===== src/rtl/control_sequencer.sv =====
// Control unit: fetches an instruction through T0..T2, then runs a per-class
// micro-sequence in T3..T6 and counts each legally retired instruction.
module control_sequencer #(
   parameter int CNT_W = 16
) (
   input  logic             w_clock,
   input  logic             w_clear,
   input  logic             w_run,
   input  logic             w_mem_ready,
   input  logic [31:0]      w_IR,
   output logic             s_PC,
   output logic             s_Zlow,
   output logic             s_Zhigh,
   output logic             s_MDR,
   output logic [15:0]      s_R,
   output logic [15:0]      e_R,
   output logic             e_MAR,
   output logic             e_Z,
   output logic             e_PC,
   output logic             e_MDR,
   output logic             e_IR,
   output logic             e_Y,
   output logic             e_HI,
   output logic             e_LO,
   output logic             e_alu,
   output logic             w_IncPC,
   output logic             w_read,
   output logic [5:0]       opcode,
   output logic             w_busy,
   output logic             w_illegal,
   output logic [CNT_W-1:0] instr_count,
   output logic [2:0]       o_dbg_state
);

   // Debug encoding: IDLE=0, T0..T6 = 1..7.
   typedef enum logic [2:0] {
      ST_IDLE = 3'd0, ST_T0 = 3'd1, ST_T1 = 3'd2, ST_T2 = 3'd3,
      ST_T3   = 3'd4, ST_T4 = 3'd5, ST_T5 = 3'd6, ST_T6 = 3'd7
   } state_t;

   state_t           r_state;
   state_t           w_next;
   logic [5:0]       r_opcode;
   logic [CNT_W-1:0] r_count;

   logic [4:0] w_op;
   logic [3:0] w_ra, w_rb, w_rc;
   logic       w_is_un, w_is_md, w_is_ill;
   logic       w_alu_cycle;
   logic       w_count_en;
   logic       w_unused;
   state_t     w_after_retire;

   assign w_op     = w_IR[31:27];
   assign w_ra     = w_IR[26:23];
   assign w_rb     = w_IR[22:19];
   assign w_rc     = w_IR[18:15];
   assign w_unused = ^w_IR[14:0];

   // Anything not unary, mul/div or illegal is a two-operand ALU op.
   assign w_is_un  = (w_op == 5'd4) || (w_op == 5'd12);
   assign w_is_md  = (w_op == 5'd5) || (w_op == 5'd6);
   assign w_is_ill = (w_op >= 5'd13);

   assign w_after_retire = w_run ? ST_T0 : ST_IDLE;

   // Legal instructions only ever retire in T4, T5 or T6.
   assign w_count_en = ((r_state == ST_T4) && w_is_un) ||
                       ((r_state == ST_T5) && !w_is_md && !w_is_un) ||
                       (r_state == ST_T6);

   always_ff @(posedge w_clock) begin
      if (w_clear) begin
         r_state  <= ST_IDLE;
         r_opcode <= 6'd0;
         r_count  <= '0;
      end else begin
         r_state  <= w_next;
         r_opcode <= opcode;
         if (w_count_en) r_count <= r_count + CNT_W'(1);
      end
   end

   always_comb begin
      w_next = r_state;
      case (r_state)
         ST_IDLE: w_next = w_run ? ST_T0 : ST_IDLE;
         ST_T0:   w_next = ST_T1;
         ST_T1:   w_next = w_mem_ready ? ST_T2 : ST_T1;
         ST_T2:   w_next = ST_T3;
         ST_T3:   w_next = w_is_ill ? w_after_retire : ST_T4;
         ST_T4:   w_next = w_is_un ? w_after_retire : ST_T5;
         ST_T5:   w_next = w_is_md ? ST_T6 : w_after_retire;
         ST_T6:   w_next = w_after_retire;
         default: w_next = ST_IDLE;
      endcase
   end

   always_comb begin
      s_PC = 1'b0; s_Zlow = 1'b0; s_Zhigh = 1'b0; s_MDR = 1'b0;
      s_R = 16'd0; e_R = 16'd0;
      e_MAR = 1'b0; e_Z = 1'b0; e_PC = 1'b0; e_MDR = 1'b0; e_IR = 1'b0;
      e_Y = 1'b0; e_HI = 1'b0; e_LO = 1'b0; e_alu = 1'b0;
      w_IncPC = 1'b0; w_read = 1'b0; w_illegal = 1'b0;
      w_alu_cycle = 1'b0;
      case (r_state)
         ST_T0: begin
            s_PC = 1'b1; e_MAR = 1'b1; w_IncPC = 1'b1; e_Z = 1'b1;
         end
         ST_T1: begin
            w_read = 1'b1; e_MDR = 1'b1;
            if (w_mem_ready) begin
               s_Zlow = 1'b1; e_PC = 1'b1;
            end
         end
         ST_T2: begin
            s_MDR = 1'b1; e_IR = 1'b1;
         end
         ST_T3: begin
            if (w_is_ill) begin
               w_illegal = 1'b1;
            end else if (w_is_un) begin
               s_R = 16'd1 << w_rb; e_alu = 1'b1; e_Z = 1'b1; w_alu_cycle = 1'b1;
            end else begin
               s_R = 16'd1 << (w_is_md ? w_ra : w_rb); e_Y = 1'b1;
            end
         end
         ST_T4: begin
            if (w_is_un) begin
               s_Zlow = 1'b1; e_R = 16'd1 << w_ra;
            end else begin
               s_R = 16'd1 << (w_is_md ? w_rb : w_rc);
               e_alu = 1'b1; e_Z = 1'b1; w_alu_cycle = 1'b1;
            end
         end
         ST_T5: begin
            s_Zlow = 1'b1;
            if (w_is_md) e_LO = 1'b1;
            else         e_R  = 16'd1 << w_ra;
         end
         ST_T6: begin
            s_Zhigh = 1'b1; e_HI = 1'b1;
         end
         default: ;
      endcase
   end

   // The ALU opcode is live only while the ALU computes; otherwise it holds.
   assign opcode      = w_alu_cycle ? {1'b0, w_op} : r_opcode;
   assign w_busy      = (r_state != ST_IDLE);
   assign instr_count = r_count;
   assign o_dbg_state = r_state;

endmodule

===== config.mk =====
export PLATFORM = sky130hd
export DESIGN_NAME = control_sequencer
export DESIGN_NICKNAME = d
export VERILOG_FILES = /design/src/rtl/control_sequencer.sv
export SDC_FILE = /design/constraint.sdc
export NUM_CORES = 1
export LEC_CHECK = 0
export BUFFER_PORTS_ARGS = -buffer_cell sky130_fd_sc_hd__buf_2
export CAP_MARGIN = 10
export CORE_MARGIN = 2
export CORE_UTILIZATION = 40
export CTS_CLUSTER_DIAMETER = 30
export DETAILED_ROUTE_END_ITERATION = 8
export PLACE_DENSITY = 0.72
export SYNTH_ARGS = -nofsm -noshare
export SYNTH_HDL_FRONTEND = slang
export SYNTH_SLANG_ARGS = --single-unit

===== constraint.sdc =====
create_clock -name w_clock -period 4.16 [get_ports w_clock]
set_input_delay 0 -clock w_clock [delete_from_list [all_inputs] [get_ports w_clock]]
set_output_delay 0 -clock w_clock [all_outputs]
set_load 0.02 [all_outputs]

Word level (Yosys, flattened, before mapping)
Index checks and enable logic that the tools add are counted.
{"block": "word_totals", "elab_cells": 66, "output_inout_bits": 74, "register_bits": 25, "in_bits": 36}
{"block": "op_classes", "magnitude_cmp": 1, "mux": 34, "shifts": 4, "add_sub_neg": 1, "reduce_logical": 12, "n_eq_ne": 11}
{"operator": "two-way mux 16 bit", "n": 5}
{"operator": "case mux 16 bit (2 select lines)", "n": 2}
{"operator": "left shift 1 x 4 -> 16 bit, first input constant", "n": 4}
{"operator": "case mux 3 bit (7 select lines)", "n": 1}
{"operator": "two-way mux 1 bit", "n": 17}
{"operator": "adder 16 x 1 -> 16 bit, second input constant", "n": 1}
{"operator": "== test 5 x 3 -> 1 bit, second input constant", "n": 3}
{"operator": "== test 3 bit, second input constant", "n": 4}
{"operator": "two-way mux 3 bit", "n": 3}
{"operator": "two-way mux 4 bit", "n": 2}
{"operator": "== test 3 x 2 -> 1 bit, second input constant", "n": 2}
{"operator": "two-way mux 6 bit", "n": 1}
{"operator": "case mux 1 bit (3 select lines)", "n": 2}
{"operator": "== test 5 x 4 -> 1 bit, second input constant", "n": 1}
{"operator": ">= comparator 5 x 4 -> 1 bit, second input constant", "n": 1}
{"operator": "logical OR 1 bit", "n": 4}
{"operator": "== test 3 x 1 -> 1 bit, second input constant", "n": 1}
{"operator": "logical AND 1 bit", "n": 3}
{"operator": "logical NOT 3 bit", "n": 1}
{"operator": "nonzero test 3 bit", "n": 1}
{"operator": "logical NOT 1 bit", "n": 2}
{"operator": "case mux 1 bit (2 select lines)", "n": 1}
{"operator": "OR reduction 2 bit", "n": 1}

Logic depth before layout (Yosys ltp)
Gate-level depths: netlist of run 1.
{"block": "depth", "word_depth": 7, "ltp_mapped": 7, "ltp_nobuf": 5}

Worst setup path before layout of run 1
No wires, ideal clock.
{"block": "synth_path", "path_type": "register -> output", "startpoint": "reg r_state[2] (netlist: o_dbg_state[2])", "endpoint": "out s_R[0]", "t_required_ns": 4.160, "stages_incl_launch_ff": 5, "path_buffers": 0, "path_slack_ns": 2.329, "arrival_time_ns": 1.831, "cell_sequence": "dfxtp_1 or3b_1 or3_1 nand3b_2 o22ai_1"}
{"block": "synth_via", "elab_chain_len": 2, "elab_cells_between_ends": 3, "classes_between": "eq/ne (2); mux (1)"}
{"item": "start: declaration", "line": "41", "rtl": "state_t r_state;"}
{"item": "start signal: assignment", "line": "78", "rtl": "r_state <= w_next;"}
{"item": "== test 3 bit", "line": "106", "rtl": "case (r_state)"}
{"item": "case mux 16 bit (2 select lines) (*)", "line": "106"}
{"item": "end: declaration", "line": "15", "rtl": "output logic [15:0] s_R,"}
Mark *: on every way between the ends. The rest lies on a longest branch, timed or not.

Worst setup path in the final report of run 1
Ends and elaborated chain as after synthesis.

==> reports/qor.yml, run 1 <==
clockBufferDepth: 2
grt_pass1_vias: 2163
leakagePower_uw: 0.00124
tightest_slew_ns: 0.872
place_congestion: 0.892
critPathMaxFanout: 21
setup_viol: 0
hpwlAfterDp_microns: 4530
cts_max_level: 1
drc: 0
r2r_start: "o_dbg_state[0]$_SDFF_PP0_"
syn-cell-area_sq_mm: 0.00217
yosys_warnings: 0
final_common_cell: "buf_2"
fin_setup_tns_ns: 0
ys_ff_latch: 25
rows: 26
drv_cap: 0
ir_drop_v: 0.000216
finalHoldViolCount: 0
cts_tree: "built"
grt_max_degree: 33
grt_pass1_wl_microns: 9770
clock_latency_ns: 0.27
start_util_pct: 41.9
async_flop_share_pct: 0
drt-initial-drc-count: 95
numCtsBuffers: 3
period_minus_slack_ns: 2.52
cts_root_buffer: "clkbuf_8"
p_per_area_mw_per_mm2: 200
clock.fmax_mhz: 397
p_comb_share_pct: 24.4
post-cts-setup-buffers: 0
power_frac_seq_pct: 47.9
ys.flop_type: "dfxtp_1"
io_buffers: 94
finalCritPeriodShare_pct: 60.6
cell_internal_pwr_uw: 354
dr.pass1.iters: 4
path_clk_slew_ns: 0.09
synth_edf_count: 0
design.core.area_sq_mm: 0.00517
drive_gt1_share_pct: 29.5
postSynthCellCount: 295
outcome: "completed"
synthesis.nets: 332
final_cell_mix: "94 x buf_2, 33 x nor2_1, 25 x dfxtp_1, 18 x nand3_1"
cp-end-kind: "output pin"
ant_nets: 0
placed_area_sq_mm: 0.00259
post-route-util_pct: 51.0
rsz0062_at_grt: "false"
switchingPower_uw: 174
synthDistinctLibCells: 53
min_from: "w_run"
ys_seq_area_share_pct: 23.1
switching_share_pct: 33.0
die_h_microns: 77.6
clkPwrFrac_pct: 27.7
cp.required_ns: 4.16
grt_util_all_layers_pct: 19.1
via_count: 2446
hold_class: "in -> reg"
area_growth_pct: 21.6
antenna_found_initial: 0
cts_hold_buf: 0
wl_per_cell_microns: 13.6
fin_skew_ns: 0.00136
io_pins: 110
max-slew-margin-rel_pct: 41.6
routed_via_density: 5.57
instances_no_fill: 439
gr-total-overflow: 0
dieArea_sq_mm: 0.00603
finalMaxSlewViolations: 0
die_w_microns: 77.6
start_kind: "flip-flop"
crit_start: "o_dbg_state[2]$_SDFF_PP0_"
n_antenna_cell: 0
finalWirelength_microns: 5990
cp.arrival_ns: 2.52
syn_area_per_cell_sq_um: 7.35
cts_resized: 0
final_nets: 407
crit_type: "reg -> out"
cts_sinks: 25
dp_cells: 435
design_area_sq_mm: 0.00264
## final timing paths
path | to | slack, ns | depth (start not counted)
setup reg to reg | instr_count[15]$_SDFFE_PP0P_ | 1.99 | 4
hold reg to reg | r_opcode[5]$_SDFF_PP0_ | 0.48 | 1
setup / recovery | s_R[0] | 1.64 | 5
hold / removal | o_dbg_state[0]$_SDFF_PP0_ | 0.04 | 3
## final cells by class
class                           count  area [sq um]
Clock buffer                        4          45.0
Fill cell                         532          2530
Inverter                            7          26.3
Multi-Input combinational cell    239          1510
Sequential cell                    25           500
Tap cell                           70          87.6
Timing Repair Buffer               94           470
## per-layer routing
layer | global-route usage (%) | share of wire, % | vias to the layer above
met2 | 34.1 | 48 | 82
li1 | - | - | 1249
met4 | 4.46 | 0.92 | 0
met5 | 0 | 0 | -
met3 | 3.02 | 6.9 | 5
met1 | 24.0 | 44 | 1110
## power groups by stage
stage | Sequential (uW) | Combinational (uW) | Clock, uW
final | 253 | 129 | 147
after global placement | 258 | 127 | 0
after detailed placement | 258 | 129 | 0
after CTS | 253 | 129 | 150
after global routing | 255 | 142 | 156
after floorplan | 254 | 98.1 | 0
## synth_stat cells, types with 6 or more instances
cell type	instances	area share, %
and3_1	7	2.0
nor3_1	15	3.5
o21ai_0	12	2.8
dfxtp_1	25	23
nand2_1	15	2.6
buf_2	6	1.4
nand3_1	18	4.2
a41oi_1	10	4.0
buf_4	6	2.1
clkbuf_1	7	1.2
mux2_2	6	3.1
nor2_1	33	5.7
nand2b_1	7	2.0
nor2b_1	15	4.3
inv_1	7	1.2
a21oi_1	17	3.9
o22ai_1	17	4.9
## worst max-delay path: stages (launching register included)
cell	delay, ns
dfxtp_1	0.75
or3b_1	0.42
or3_1	0.35
nand3b_2	0.33
o22ai_1	0.20
buf_2	0.20
## flip-flops by register name, indices dropped and copies added, names as in the netlist
register,flops
o_dbg_state,3
instr_count,16
r_opcode,6
## stage by stage
| stage | hold WS [ns] | setup WS [ns] | total power, uW |
|---|---|---|---|
| final | 0.0389 | 1.64 | 529 |
| after detailed placement | 0.334 | 1.95 | 387 |
| after global routing | 0.0480 | 1.49 | 553 |
| after floorplan | 0.172 | 2.33 | 352 |
| after CTS | 0.0382 | 1.63 | 532 |
| after global placement | 0.320 | 1.96 | 386 |
## cells by family (layout without fill, tap and decap cells)
kind of cell	Yosys count	count (layout)	share of synthesized area, %
xor gates and xnor gates	5	5	2.02
and+or+nand+nor	142	142	36.1
adders and majority gates	2	2	1.04
AOI/OAI and AO/OA	76	76	23.4
muxes	14	14	6.98
buffers and inverters	31	105	7.44
DFF	25	25	23.1
(Power assumes the default switching activity.)
==> run 2: changes to the inputs <==
PLACE_DENSITY = 0.74   (was 0.72)
clock period = 2.3 ns   (was 4.16 ns; I/O delays follow)
==> reports/qor.yml, run 2 (same netlist as run 1, synthesis figures left out) <==
clock.fmax_mhz: 457
min_from: "w_run"  # unchanged
cts_root_buffer: "clkbuf_8"  # unchanged
setup_viol: 0  # unchanged
drc: 0  # unchanged
endpoint: "s_R[0]"  # unchanged
via_count: 2556  # was 2446
cts_sinks: 25  # unchanged
finalMaxSlewViolations: 0  # unchanged
cts_max_level: 1  # unchanged
io_pins: 110  # unchanged
fin_skew_ns: 0.00314  # was 0.00136 ns
rows: 26  # unchanged
placed_area_sq_mm: 0.00265  # was 0.00259 sq mm
path_clk_slew_ns: 0.08  # was 0.09 ns
routed_via_density: 5.73  # was 5.57
dr.pass1.iters: 4  # unchanged
max-slew-margin-rel_pct: 62.0  # was 41.6%
finalWirelength_microns: 6200  # was 5990 microns
grt_util_all_layers_pct: 19.9  # was 19.1%
cts_hold_buf: 0  # unchanged
dieArea_sq_mm: 0.00603  # unchanged
n_antenna_cell: 0  # unchanged
antenna_found_initial: 0  # unchanged
start_kind: "flip-flop"  # unchanged
hpwlAfterDp_microns: 4630  # was 4530 microns
grt_max_degree: 33  # unchanged
wl_per_cell_microns: 13.9  # was 13.6 microns
die_h_microns: 77.6  # unchanged
ant_nets: 0  # unchanged
final_nets: 414  # was 407
gr-total-overflow: 0  # unchanged
instances_no_fill: 446  # was 439
cp-end-kind: "output pin"  # unchanged
r2r_end: "instr_count[15]$_SDFFE_PP0P_"  # unchanged
place_congestion: 0.923  # was 0.892
critPathMaxFanout: 10  # was 21
area_growth_pct: 24.0  # was 21.6%
start_util_pct: 41.9  # unchanged
cp.arrival_ns: 2.19  # was 2.52 ns
cts_resized: 0  # unchanged
finalCritPeriodShare_pct: 95.0
leakagePower_uw: 0.00128  # was 0.00124 uW
period_minus_slack_ns: 2.19
drt-initial-drc-count: 107  # was 95
r2r_start: "o_dbg_state[0]$_SDFF_PP0_"  # unchanged
rrSetupSlack_ns: 0.54  # was 1.99 ns
crit_start: "o_dbg_state[0]$_SDFF_PP0_"  # was o_dbg_state[2]$_SDFF_PP0_
grt_pass1_wl_microns: 10000  # was 9770 microns
io_buffers: 94  # unchanged
clock_latency_ns: 0.27  # about the same
fin_setup_tns_ns: 0  # unchanged
p_per_area_mw_per_mm2: 358  # was 200 mW/mm^2
hold_class: "in -> reg"  # unchanged
design_area_sq_mm: 0.00269  # was 0.00264 sq mm
clockBufferDepth: 2  # unchanged
outcome: "completed"  # unchanged
final_common_cell: "buf_2"  # unchanged
drv_cap: 0  # unchanged
r2r_cells: 5  # was 4
ir_drop_v: 0.000289  # was 0.000216 V
crit_type: "reg -> out"  # unchanged
rsz0062_at_grt: "false"  # unchanged
cts_tree: "built"  # unchanged
tightest_slew_ns: 0.570  # was 0.872 ns
dp_cells: 442  # was 435
cp.required_ns: 2.30  # was 4.16 ns
die_w_microns: 77.6  # unchanged
largest_reg_flops: 16  # unchanged
post-cts-setup-buffers: 0  # unchanged
drive_gt1_share_pct: 30.9  # was 29.5%
final_cell_mix: "94 x buf_2, 33 x nor2_1, 25 x dfxtp_1, 18 x nand3_1"  # unchanged
grt_pass1_vias: 2178  # was 2163
numCtsBuffers: 3  # unchanged
finalHoldViolCount: 0  # unchanged
design.core.area_sq_mm: 0.00517  # unchanged
## run 2: changes by cell type in the layout (fill, tap and decap cells not counted), sizes merged
cell  before  now
buf       94  101
## run 2: worst min path at each step
stage | slack [ns] | depth (start not counted) | endpoint
global placement | 0.32 | 3 | o_dbg_state[0]$_SDFF_PP0_
global route | 0.05 | 3 | o_dbg_state[0]$_SDFF_PP0_
floorplan | 0.17 | 2 | r_opcode[2]$_SDFF_PP0_
finish | 0.04 | 3 | o_dbg_state[0]$_SDFF_PP0_
detailed placement | 0.33 | 3 | o_dbg_state[0]$_SDFF_PP0_
CTS | 0.04 | 3 | o_dbg_state[0]$_SDFF_PP0_
## run 2: power breakdown
| part | internal, uW | leakage, uW | switching (uW) | total [uW] |
|---|---|---|---|---|
| registers | 438 | 0.000202 | 6.87 | 444 |
| clock network | 124 | 0.0000228 | 133 | 257 |
| logic | 88.6 | 0.00106 | 174 | 263 |
## run 2: stage by stage
stage	worst slack [ns]	hold WS, ns	utilization, %	total power (uW)
after floorplan	0.469	0.172	-	636
after global placement	0.440	0.317	51.1	710
after detailed placement	0.426	0.328	51.1	715
after CTS	0.116	0.0399	52.0	973
after global routing	0.0264	0.0473	52.0	1020
final	0.114	0.0423	52.0	964
## run 2: final cells by class
class / instances / area, sq um
Clock buffer: 4 / 45.0
Fill cell: 535 / 2480
Inverter: 7 / 26.3
Multi-Input combinational cell: 239 / 1510
Sequential cell: 25 / 500
Tap cell: 70 / 87.6
Timing Repair Buffer: 101 / 523
## run 2: critical path: stages, from the launching register on
cell and delay (ns):
dfxtp_1 0.41, or3b_1 0.42, or3_1 0.35, nand3b_2 0.34
o22ai_1 0.21, buf_2 0.19
## run 2: per-layer routing
layer | vias up | part of all wire (%) | GRT usage, % | wire length (microns)
met5 | - | 0 | 0 | 0
met4 | 0 | 1.2 | 6.79 | 77
met3 | 6 | 6.8 | 2.09 | 420
met2 | 94 | 47 | 33.4 | 2920
met1 | 1197 | 45 | 26.6 | 2780
li1 | 1259 | - | - | -
==> run 3: changes to the inputs <==
BUFFER_PORTS_ARGS = not set   (was -buffer_cell sky130_fd_sc_hd__buf_2)
DONT_BUFFER_PORTS = 1   (was not set)
PLACE_DENSITY = not set   (was 0.74)
==> reports/qor.yml, run 3 (same netlist as run 1, synthesis figures left out) <==
ir_drop_v: 0.000277  # was 0.000289 V
finalHoldViolCount: 0  # unchanged
clockBufferDepth: 2  # unchanged
dieArea_sq_mm: 0.00603  # unchanged
rows: 26  # unchanged
fin_ws_ns: 0.174  # was 0.114 ns
leakagePower_uw: 0.000991  # was 0.00128 uW
rsz0062_at_grt: "false"  # unchanged
clock_latency_ns: 0.27  # about the same
tightest_slew_ns: 0.542  # was 0.570 ns
drive_gt1_share_pct: 16.6  # was 30.9%
post-place-ws_ns: 0.466  # was 0.426 ns
fin_total_pwr_uw: 936  # was 964 uW
critPathMaxFanout: 8  # was 10
p_per_area_mw_per_mm2: 367  # was 358 mW/mm^2
gr-total-overflow: 0  # unchanged
cp-end-kind: "output pin"  # unchanged
finalWirelength_microns: 6230  # was 6200 microns
hold_class: "in -> reg"  # unchanged
n_antenna_cell: 0  # unchanged
final_common_cell: "buf_4"  # was buf_2
cp.arrival_ns: 2.13  # was 2.19 ns
start_util_pct: 41.9  # unchanged
grt_pass1_wl_microns: 10200  # was 10000 microns
io_buffers: 0  # was 94
start_kind: "flip-flop"  # unchanged
drt-initial-drc-count: 110  # was 107
cts_tree: "built"  # unchanged
grt_util_all_layers_pct: 20.2  # was 19.9%
hpwlAfterDp_microns: 4570  # was 4630 microns
cts_sinks: 25  # unchanged
wl_per_cell_microns: 16.0  # was 13.9 microns
rrSetupSlack_ns: 0.18  # was 0.54 ns
place_congestion: 0.815  # was 0.923
final_cell_mix: "35 x buf_4, 33 x nor2_1, 25 x dfxtp_1"  # was 94 x buf_2, 33 x nor2_1, 25 x dfxtp_1, 18 x nand3_1
grt_max_degree: 33  # unchanged
final_nets: 357  # was 414
drv_cap: 0  # unchanged
nFillCells: 534  # was 535
largest_reg_flops: 16  # unchanged
finalCritPeriodShare_pct: 92.4  # was 95.0%
cts_max_level: 1  # unchanged
routed_via_density: 5.91  # was 5.73
fin_skew_ns: 0.00847  # was 0.00314 ns
design.core.area_sq_mm: 0.00517  # unchanged
crit_type: "reg -> out"  # unchanged
area_growth_pct: 17.5  # was 24.0%
setup_viol: 0  # unchanged
grt_pass1_vias: 2164  # was 2178
ant_nets: 0  # unchanged
drc: 0  # unchanged
cts_root_buffer: "clkbuf_8"  # unchanged
path_clk_slew_ns: 0.10  # was 0.08 ns
post-cts-setup-buffers: 0  # unchanged
outcome: "completed"  # unchanged
max-slew-margin-rel_pct: 63.6  # was 62.0%
die_h_microns: 77.6  # unchanged
cp.required_ns: 2.30  # about the same
io_pins: 110  # unchanged
finalMaxSlewViolations: 0  # unchanged
period_minus_slack_ns: 2.13  # was 2.19 ns
via_count: 2298  # was 2556
die_w_microns: 77.6  # unchanged
numCtsBuffers: 3  # unchanged
clock.fmax_mhz: 470  # was 457 MHz
antenna_found_initial: 0  # unchanged
dr.pass1.iters: 5  # was 4
fin_setup_tns_ns: 0  # unchanged
run 3: cell types whose count changed in the layout (fill, tap and decap cells not counted), sizes merged:
| cell | delta |
|---|---|
| clkbuf | -1 |
| dlygate4sd3 | +8 |
| clkinvlp | +1 |
| buf | -65 |
run 3: final timing paths:
kind	to	depth (start not counted)	from
max reg2reg	instr_count[3]$_SDFFE_PP0P_	6	o_dbg_state[0]$_SDFF_PP0_
min	o_dbg_state[2]$_SDFF_PP0_	3	w_IR[31]
min reg2reg	r_opcode[5]$_SDFF_PP0_	1	r_opcode[5]$_SDFF_PP0_
max	s_R[0]	5	o_dbg_state[1]$_SDFF_PP0_
run 3: report_power, final:
group,switching (uW),total (uW),internal (uW)
Clock,146,268,123
Combinational,146,224,78.2
Sequential,5.67,443,438
Total,298,936,639
run 3: per-stage QoR:
stage                     hold WS (ns)  utilization (%)  instances  area (sq um)
after detailed placement        0.0767             46.1        376          2380
final                           0.0231             49.3        389          2550
after floorplan                  0.172                -        295          2170
after CTS                       0.0123             49.0        389          2530
after global placement          0.0741             46.1        376          2380
after global routing            0.0193             49.3        389          2550
run 3: routing by layer:
layer / part of all wire [%] / wire, microns / track usage, %
met4: 0.93 / 58 / 5.54
met3: 7.3 / 454 / 4.88
met5: 0 / 0 / 0
met1: 42 / 2600 / 23.1
met2: 50 / 3110 / 37.2
run 3: layout make-up:
type	count	area, sq um	share of cell area (%)
Multi-Input combinational cell	239	1520	59.8
Sequential cell	25	500	19.6
Timing Repair Buffer	44	363	14.2
Tap cell	70	87.6	3.43
Clock buffer	3	41.3	1.62
Inverter	7	26.3	1.03
Clock inverter	1	7.51	0.294
run 3: repair_timing:
| item | 4_1_cts | 5_1_grt |
|---|---|---|
| endpoints found under the hold margin | 25 | 0 |
| endpoints found under the setup margin | 0 | 1 |
| gates resized for setup | 0 | 2 |
| hold buffers | 9 | 0 |
run 3: critical path: stages (launching register included):
cell	delay, ns
dfxtp_1	0.38
or3b_1	0.38
or3_1	0.37
nand3b_2	0.34
o22ai_1	0.21
buf_4	0.17
